[src/rtl/arcade_input_ctrl_if.sv]
// Host-side bundle between hps_io and the arcade input controller.
// Carries keyboard/joystick/status inputs and the IN0/IN1 results.
interface arcade_input_ctrl_if;
    logic [10:0] ps2_key;
    logic [15:0] joy;
    logic        orient;
    logic [7:0]  in0_reg;
    logic [7:0]  in1_reg;
    logic        busy;

    modport master (
        output ps2_key, joy, orient,
        input  in0_reg, in1_reg, busy
    );

    modport slave (
        input  ps2_key, joy, orient,
        output in0_reg, in1_reg, busy
    );
endinterface

[src/rtl/arcade_input_ctrl.sv]
// Keyboard/joystick to active-low IN0/IN1 for the pacman-family core,
// with orientation remap and an automatic coin-then-start sequencer.
module arcade_input_ctrl #(
    parameter int COIN_LEN  = 2400000,
    parameter int GAP_LEN   = 4800000,
    parameter int START_LEN = 2400000,
    parameter int CNT_W     = 23
) (
    input  logic                clk_sys,
    input  logic                RESET,
    arcade_input_ctrl_if.slave  io
);

    typedef enum logic [2:0] {
        IDLE,
        COIN,
        GAP,
        START,
        HOLD
    } state_t;

    localparam int K_UP = 0;
    localparam int K_DN = 1;
    localparam int K_LT = 2;
    localparam int K_RT = 3;
    localparam int K_S1 = 4;
    localparam int K_S2 = 5;
    localparam int K_CN = 6;

    localparam logic [CNT_W-1:0] COIN_LAST  = CNT_W'(COIN_LEN - 1);
    localparam logic [CNT_W-1:0] GAP_LAST   = CNT_W'(GAP_LEN - 1);
    localparam logic [CNT_W-1:0] START_LAST = CNT_W'(START_LEN - 1);

    logic [6:0]       key_q, key_d;
    logic             tog_q;
    logic             req_q;
    state_t           state_q, state_d;
    logic [CNT_W-1:0] cnt_q, cnt_d;
    logic             p2_q, p2_d;
    logic [7:0]       in0_q, in0_d;
    logic [7:0]       in1_q, in1_d;
    logic             busy_q;

    logic new_evt;
    logic up, dn, lt, rt;
    logic req1, req2, req, rise;
    logic coin, start1, start2;
    logic unused_bits;

    assign unused_bits = ^{io.ps2_key[8], io.joy[15:7]};

    assign new_evt = io.ps2_key[10] ^ tog_q;

    assign req1 = key_q[K_S1] | io.joy[4];
    assign req2 = key_q[K_S2] | io.joy[5];
    assign req  = req1 | req2;
    assign rise = req & ~req_q;

    // Key latches follow press/release events for the recognised codes
    always_comb begin
        key_d = key_q;
        if (new_evt) begin
            case (io.ps2_key[7:0])
                8'h75:   key_d[K_UP] = io.ps2_key[9];
                8'h72:   key_d[K_DN] = io.ps2_key[9];
                8'h6B:   key_d[K_LT] = io.ps2_key[9];
                8'h74:   key_d[K_RT] = io.ps2_key[9];
                8'h05:   key_d[K_S1] = io.ps2_key[9];
                8'h06:   key_d[K_S2] = io.ps2_key[9];
                8'h2E:   key_d[K_CN] = io.ps2_key[9];
                default: key_d = key_q;
            endcase
        end
    end

    // Screen orientation remap of the merged directional controls
    always_comb begin
        up = key_q[K_UP] | io.joy[3];
        dn = key_q[K_DN] | io.joy[2];
        lt = key_q[K_LT] | io.joy[1];
        rt = key_q[K_RT] | io.joy[0];
        if (io.orient) begin
            up = key_q[K_LT] | io.joy[1];
            dn = key_q[K_RT] | io.joy[0];
            lt = key_q[K_DN] | io.joy[2];
            rt = key_q[K_UP] | io.joy[3];
        end
    end

    // Sequencer next state: coin, gap, start, then hold until release
    always_comb begin
        state_d = state_q;
        cnt_d   = cnt_q;
        p2_d    = p2_q;
        case (state_q)
            IDLE: begin
                if (rise) begin
                    p2_d    = req2;
                    cnt_d   = '0;
                    state_d = COIN;
                end
            end
            COIN: begin
                if (cnt_q == COIN_LAST) begin
                    cnt_d   = '0;
                    state_d = GAP;
                end else begin
                    cnt_d = cnt_q + 1'b1;
                end
            end
            GAP: begin
                if (cnt_q == GAP_LAST) begin
                    cnt_d   = '0;
                    state_d = START;
                end else begin
                    cnt_d = cnt_q + 1'b1;
                end
            end
            START: begin
                if (cnt_q == START_LAST) begin
                    cnt_d   = '0;
                    state_d = HOLD;
                end else begin
                    cnt_d = cnt_q + 1'b1;
                end
            end
            HOLD: begin
                if (!req) begin
                    state_d = IDLE;
                end
            end
            default: begin
                state_d = IDLE;
                cnt_d   = '0;
            end
        endcase
    end

    // Output vectors; held Start passes through only once in HOLD
    always_comb begin
        coin   = (state_q == COIN) | key_q[K_CN] | io.joy[6];
        start1 = ((state_q == START) & ~p2_q) |
                 ((state_q == HOLD) & req1);
        start2 = ((state_q == START) & p2_q) |
                 ((state_q == HOLD) & req2);
        in0_d  = ~{2'b00, coin, 1'b0, dn, rt, lt, up};
        in1_d  = ~{1'b0, start2, start1, 5'b00000};
    end

    // State, latches and registered outputs
    always_ff @(posedge clk_sys) begin
        if (RESET) begin
            key_q   <= '0;
            tog_q   <= 1'b0;
            req_q   <= 1'b0;
            state_q <= IDLE;
            cnt_q   <= '0;
            p2_q    <= 1'b0;
            in0_q   <= 8'hFF;
            in1_q   <= 8'hFF;
            busy_q  <= 1'b0;
        end else begin
            key_q   <= key_d;
            tog_q   <= io.ps2_key[10];
            req_q   <= req;
            state_q <= state_d;
            cnt_q   <= cnt_d;
            p2_q    <= p2_d;
            in0_q   <= in0_d;
            in1_q   <= in1_d;
            busy_q  <= (state_q != IDLE);
        end
    end

    assign io.in0_reg = in0_q;
    assign io.in1_reg = in1_q;
    assign io.busy    = busy_q;

endmodule

[src/flat_wrapper.sv]
// flat-port wrapper written by rule: the top's interface ports become plain ports
module arcade_input_ctrl_flat 
#(
    parameter int COIN_LEN  = 2400000,
    parameter int GAP_LEN   = 4800000,
    parameter int START_LEN = 2400000,
    parameter int CNT_W     = 23
)
  (clk_sys, RESET, io_ps2_key, io_joy, io_orient, io_in0_reg, io_in1_reg, io_busy);
  arcade_input_ctrl_if io_i ();
  input  logic clk_sys;
  input  logic RESET;
  input wire logic [$bits(io_i.ps2_key)-1:0] io_ps2_key;
  input wire logic [$bits(io_i.joy)-1:0] io_joy;
  input wire logic [$bits(io_i.orient)-1:0] io_orient;
  output wire logic [$bits(io_i.in0_reg)-1:0] io_in0_reg;
  output wire logic [$bits(io_i.in1_reg)-1:0] io_in1_reg;
  output wire logic [$bits(io_i.busy)-1:0] io_busy;
  assign io_i.ps2_key = io_ps2_key;
  assign io_i.joy = io_joy;
  assign io_i.orient = io_orient;
  assign io_in0_reg = io_i.in0_reg;
  assign io_in1_reg = io_i.in1_reg;
  assign io_busy = io_i.busy;
  arcade_input_ctrl #(.COIN_LEN(COIN_LEN), .GAP_LEN(GAP_LEN), .START_LEN(START_LEN), .CNT_W(CNT_W)) u_core (.clk_sys(clk_sys), .RESET(RESET), .io(io_i));
endmodule
[config.mk]
export PLATFORM = sky130hd
export DESIGN_NAME = arcade_input_ctrl_flat
export DESIGN_NICKNAME = d
export VERILOG_FILES = /design/src/rtl/arcade_input_ctrl_if.sv /design/src/rtl/arcade_input_ctrl.sv /design/src/flat_wrapper.sv
export SDC_FILE = /design/constraint.sdc
export NUM_CORES = 1
export LEC_CHECK = 0
export ABC_CLOCK_PERIOD_IN_PS = 2800
export BUFFER_PORTS_ARGS = -buffer_cell sky130_fd_sc_hd__buf_2
export CAP_MARGIN = 10
export CORE_AREA = 2 2 70 78
export DETAILED_ROUTE_END_ITERATION = 8
export DIE_AREA = 0 0 72 80
export HOLD_SLACK_MARGIN = 0.1
export MAX_ROUTING_LAYER = met4
export PLACE_DENSITY = 0.66
export SLEW_MARGIN = 20
export SYNTH_ARGS = -nofsm -noshare
export SYNTH_HDL_FRONTEND = slang
export SYNTH_SLANG_ARGS = --single-unit
[constraint.sdc]
create_clock -name clk_sys -period 2.8 [get_ports clk_sys]
set_input_delay 0.56 -clock clk_sys [delete_from_list [all_inputs] [get_ports clk_sys]]
set_output_delay 0.56 -clock clk_sys [all_outputs]
set_load 0.01 [all_outputs]
==> reports/qor.txt <==
status: completed
die area: 5760 um2
Mapped Area: 2163 um2
EDFF count, synth: 0
Detail Route Antenna Nets: 0
wire per inst: 12.65 um
Starting DRT DRC Count: 90
die width: 72 um
Worst Max-Slew Pin Slew: 933.7 ps
CP peak stage delay: 810 ps
row count: 27
Placer Congestion: 0.7996
Pwr Density: 511.5 nW/um2
worst hold path class: input port to flop
core area: 4966 um2
Static Leakage: 0.0008649 uW
RSZ-0062 raised after global routing: no
final period utilization: 0.7554
Total Routing Usage GR: 0.1684
Arr. time, crit path: 2350 ps
Slew HR: 0.3763
Sequential Area: 880.8 um2
TritonCTS clock tree: yes
CTS clk-pin slew, worst paths: 80 ps
Worst Setup End Kind: flop
design area: 2436 um2
Synth Flop Type: dfxtp_1
CP max FO: 19
clock root buffer: clkbuf_8
largest net degree at the start of global routing: 20
yosys warns: 0
H-tree levels: 2
share of layout cells above drive strength 1: 0.1620
initial antenna violation count: 0
vias in the first global route: 1,641
worst-skew pair later-pin latency: 290 ps
Peak Freq: 472.8 MHz
Setup Fix Bufs, Post-CTS: 0
crit-path cells: ha_1 > nand2_1 > nor4_4 > a2111oi_2 > o31ai_4 > buf_4 > nor2_1
synthesized flop and latch total: 44
Num CTS Buffers: 5
final setup TNS: 0 ps
# Max-Cap Violations: 0
I/O pin count: 47
CP Class: flop to flop
CTS sink cnt: 44
slowest CP cell: a2111oi_2
setup violators final: 0
Layout area overhead: 12.61%
min cycle time layout: 2115 ps
Starting Density: 0.4356
fill count: 502
Die Height: 80 um
PortBufs: 27
Worst EP required: 3040 ps
routed vias/inst: 5.307
Seq/Total Area, Yosys: 0.4072
global-route wire length before repair: 7445 um
Critical Path Start Type: flop
DRC viols: 0
Largest register FFs: 23
Worst IR Drop VDD: 0.2403 mV
final WL: 4325 um
number of library cell types mapped by synthesis: 49
vias: 1,815
drt pass-1 iters: 4
fin nets: 314
number of diodes: 0
syn_area_per_cell: 8.551 um2
hold buffer count at cts: 0
Cell Area, Placed: 2328 um2
gr ovfl total: 0
deepest clock path buffer count: 2
Hold Vio Cnt, Final: 0
Clock Skew: 3.457 ps
multi-input logic area: 1195 um2
Synth async-reset ratio: 0
Post-Synthesis Cells: 253
CTS resizes: 0
Slew Viols, Final: 0
hpwl dp: 3120 um
cells in the final DEF (no fill, tap or decap), types with 4 or more instances in the layout:
cell type and count:
nor2_1 41, a21oi_1 5, buf_4 4, and3_1 5, clkbuf_8 5, xnor2_1 9
dfxtp_1 44, buf_2 27, o21ai_0 8, conb_1 9, nor4_1 5, nand4_1 13
nand3_1 6, xor2_1 11, nand2_1 26, nor3_1 8, mux2i_1 6
power by group:
| group | internal, uW | switching, uW | total (uW) |
|---|---|---|---|
| clock | 265 | 212 | 477 |
| combinational | 42.9 | 76.9 | 120 |
| sequential | 639 | 9.60 | 649 |
per-stage QoR:
| step | total power (uW) | instances | util | hold slack (ps) | setup WS, ps |
|---|---|---|---|---|---|
| floorplan | 748.4 | 261 | - | 418.6 | 879.4 |
| global placement | 783.0 | 334 | 0.4689 | 467.1 | 656.6 |
| detailed placement | 784.2 | 334 | 0.4689 | 473.2 | 672.9 |
| CTS | 1258 | 342 | 0.4906 | 440.7 | 697.2 |
| global route | 1301 | 342 | 0.4906 | 443.3 | 520.8 |
| finish | 1246 | 342 | 0.4906 | 442.5 | 684.9 |
logic make-up (layout without fill, tap and decap cells):
logic type | after synthesis | in the layout | synth area share
simple gates | 128 | 128 | 0.3123
other cells | 1 | 9 | 0.001733
flops | 44 | 44 | 0.4072
mux | 6 | 6 | 0.02776
xor+xnor | 20 | 20 | 0.08097
compound gates | 33 | 33 | 0.1099
fa+ha+maj | 1 | 1 | 0.005783
buf+inv | 20 | 43 | 0.05436
critical path, delay by kind of cell (launching register included):
| kind | cells | cell delay, ps |
|---|---|---|
| AOI/OAI and AO/OA | 2 | 870 |
| buffers and inverters | 1 | 230 |
| adders and majority gates | 1 | 240 |
| and+or+nand+nor | 3 | 360 |
| DFF | 1 | 350 |
path summary, 6_finish.rpt:
path,start,endpoint,slack (ps),cells after the start
min reg2reg,u_core.key_q[6],u_core.io.in0_reg[5],470,1
max,u_core.cnt_q[0],u_core.cnt_q[9],680,7
max reg2reg,u_core.cnt_q[0],u_core.cnt_q[9],680,7
min,io_joy[6],u_core.io.in0_reg[5],440,2
metal layers:
metal | part of all wire | up-vias | routed length (um) | track usage
met2 | 0.46 | 37 | 1969 | 0.2657
met1 | 0.48 | 831 | 2083 | 0.2067
li1 | - | 942 | - | -
met5 | 0 | - | 0 | -
met3 | 0.047 | 5 | 203 | 0.04419
met4 | 0.016 | 0 | 69 | 0.06226
area by class of cell:
type,instances,area share
repair buffers,31,0.06780
well taps,58,0.02979
clock buffers,6,0.02979
flip-flops and latches,44,0.3616
clock inverters,2,0.01438
inverters,4,0.006163
multi-input cells,197,0.4905
Yosys cell counts, drive strengths merged, types with 5 or more instances:
master  number  area [um2]
nand4       13       81.33
nor3         8       40.04
o21ai        8       40.04
xnor2        9       78.83
mux2i        6       60.06
clkbuf       5       18.77
nand2       26       97.59
nand3        6       30.03
xor2        11       96.34
a21oi        6       33.78
nor2        41       153.9
nor4         7       65.06
dfxtp       44       880.8
and3         5       31.28
buf         11       83.82
(Power assumes the default switching activity.)
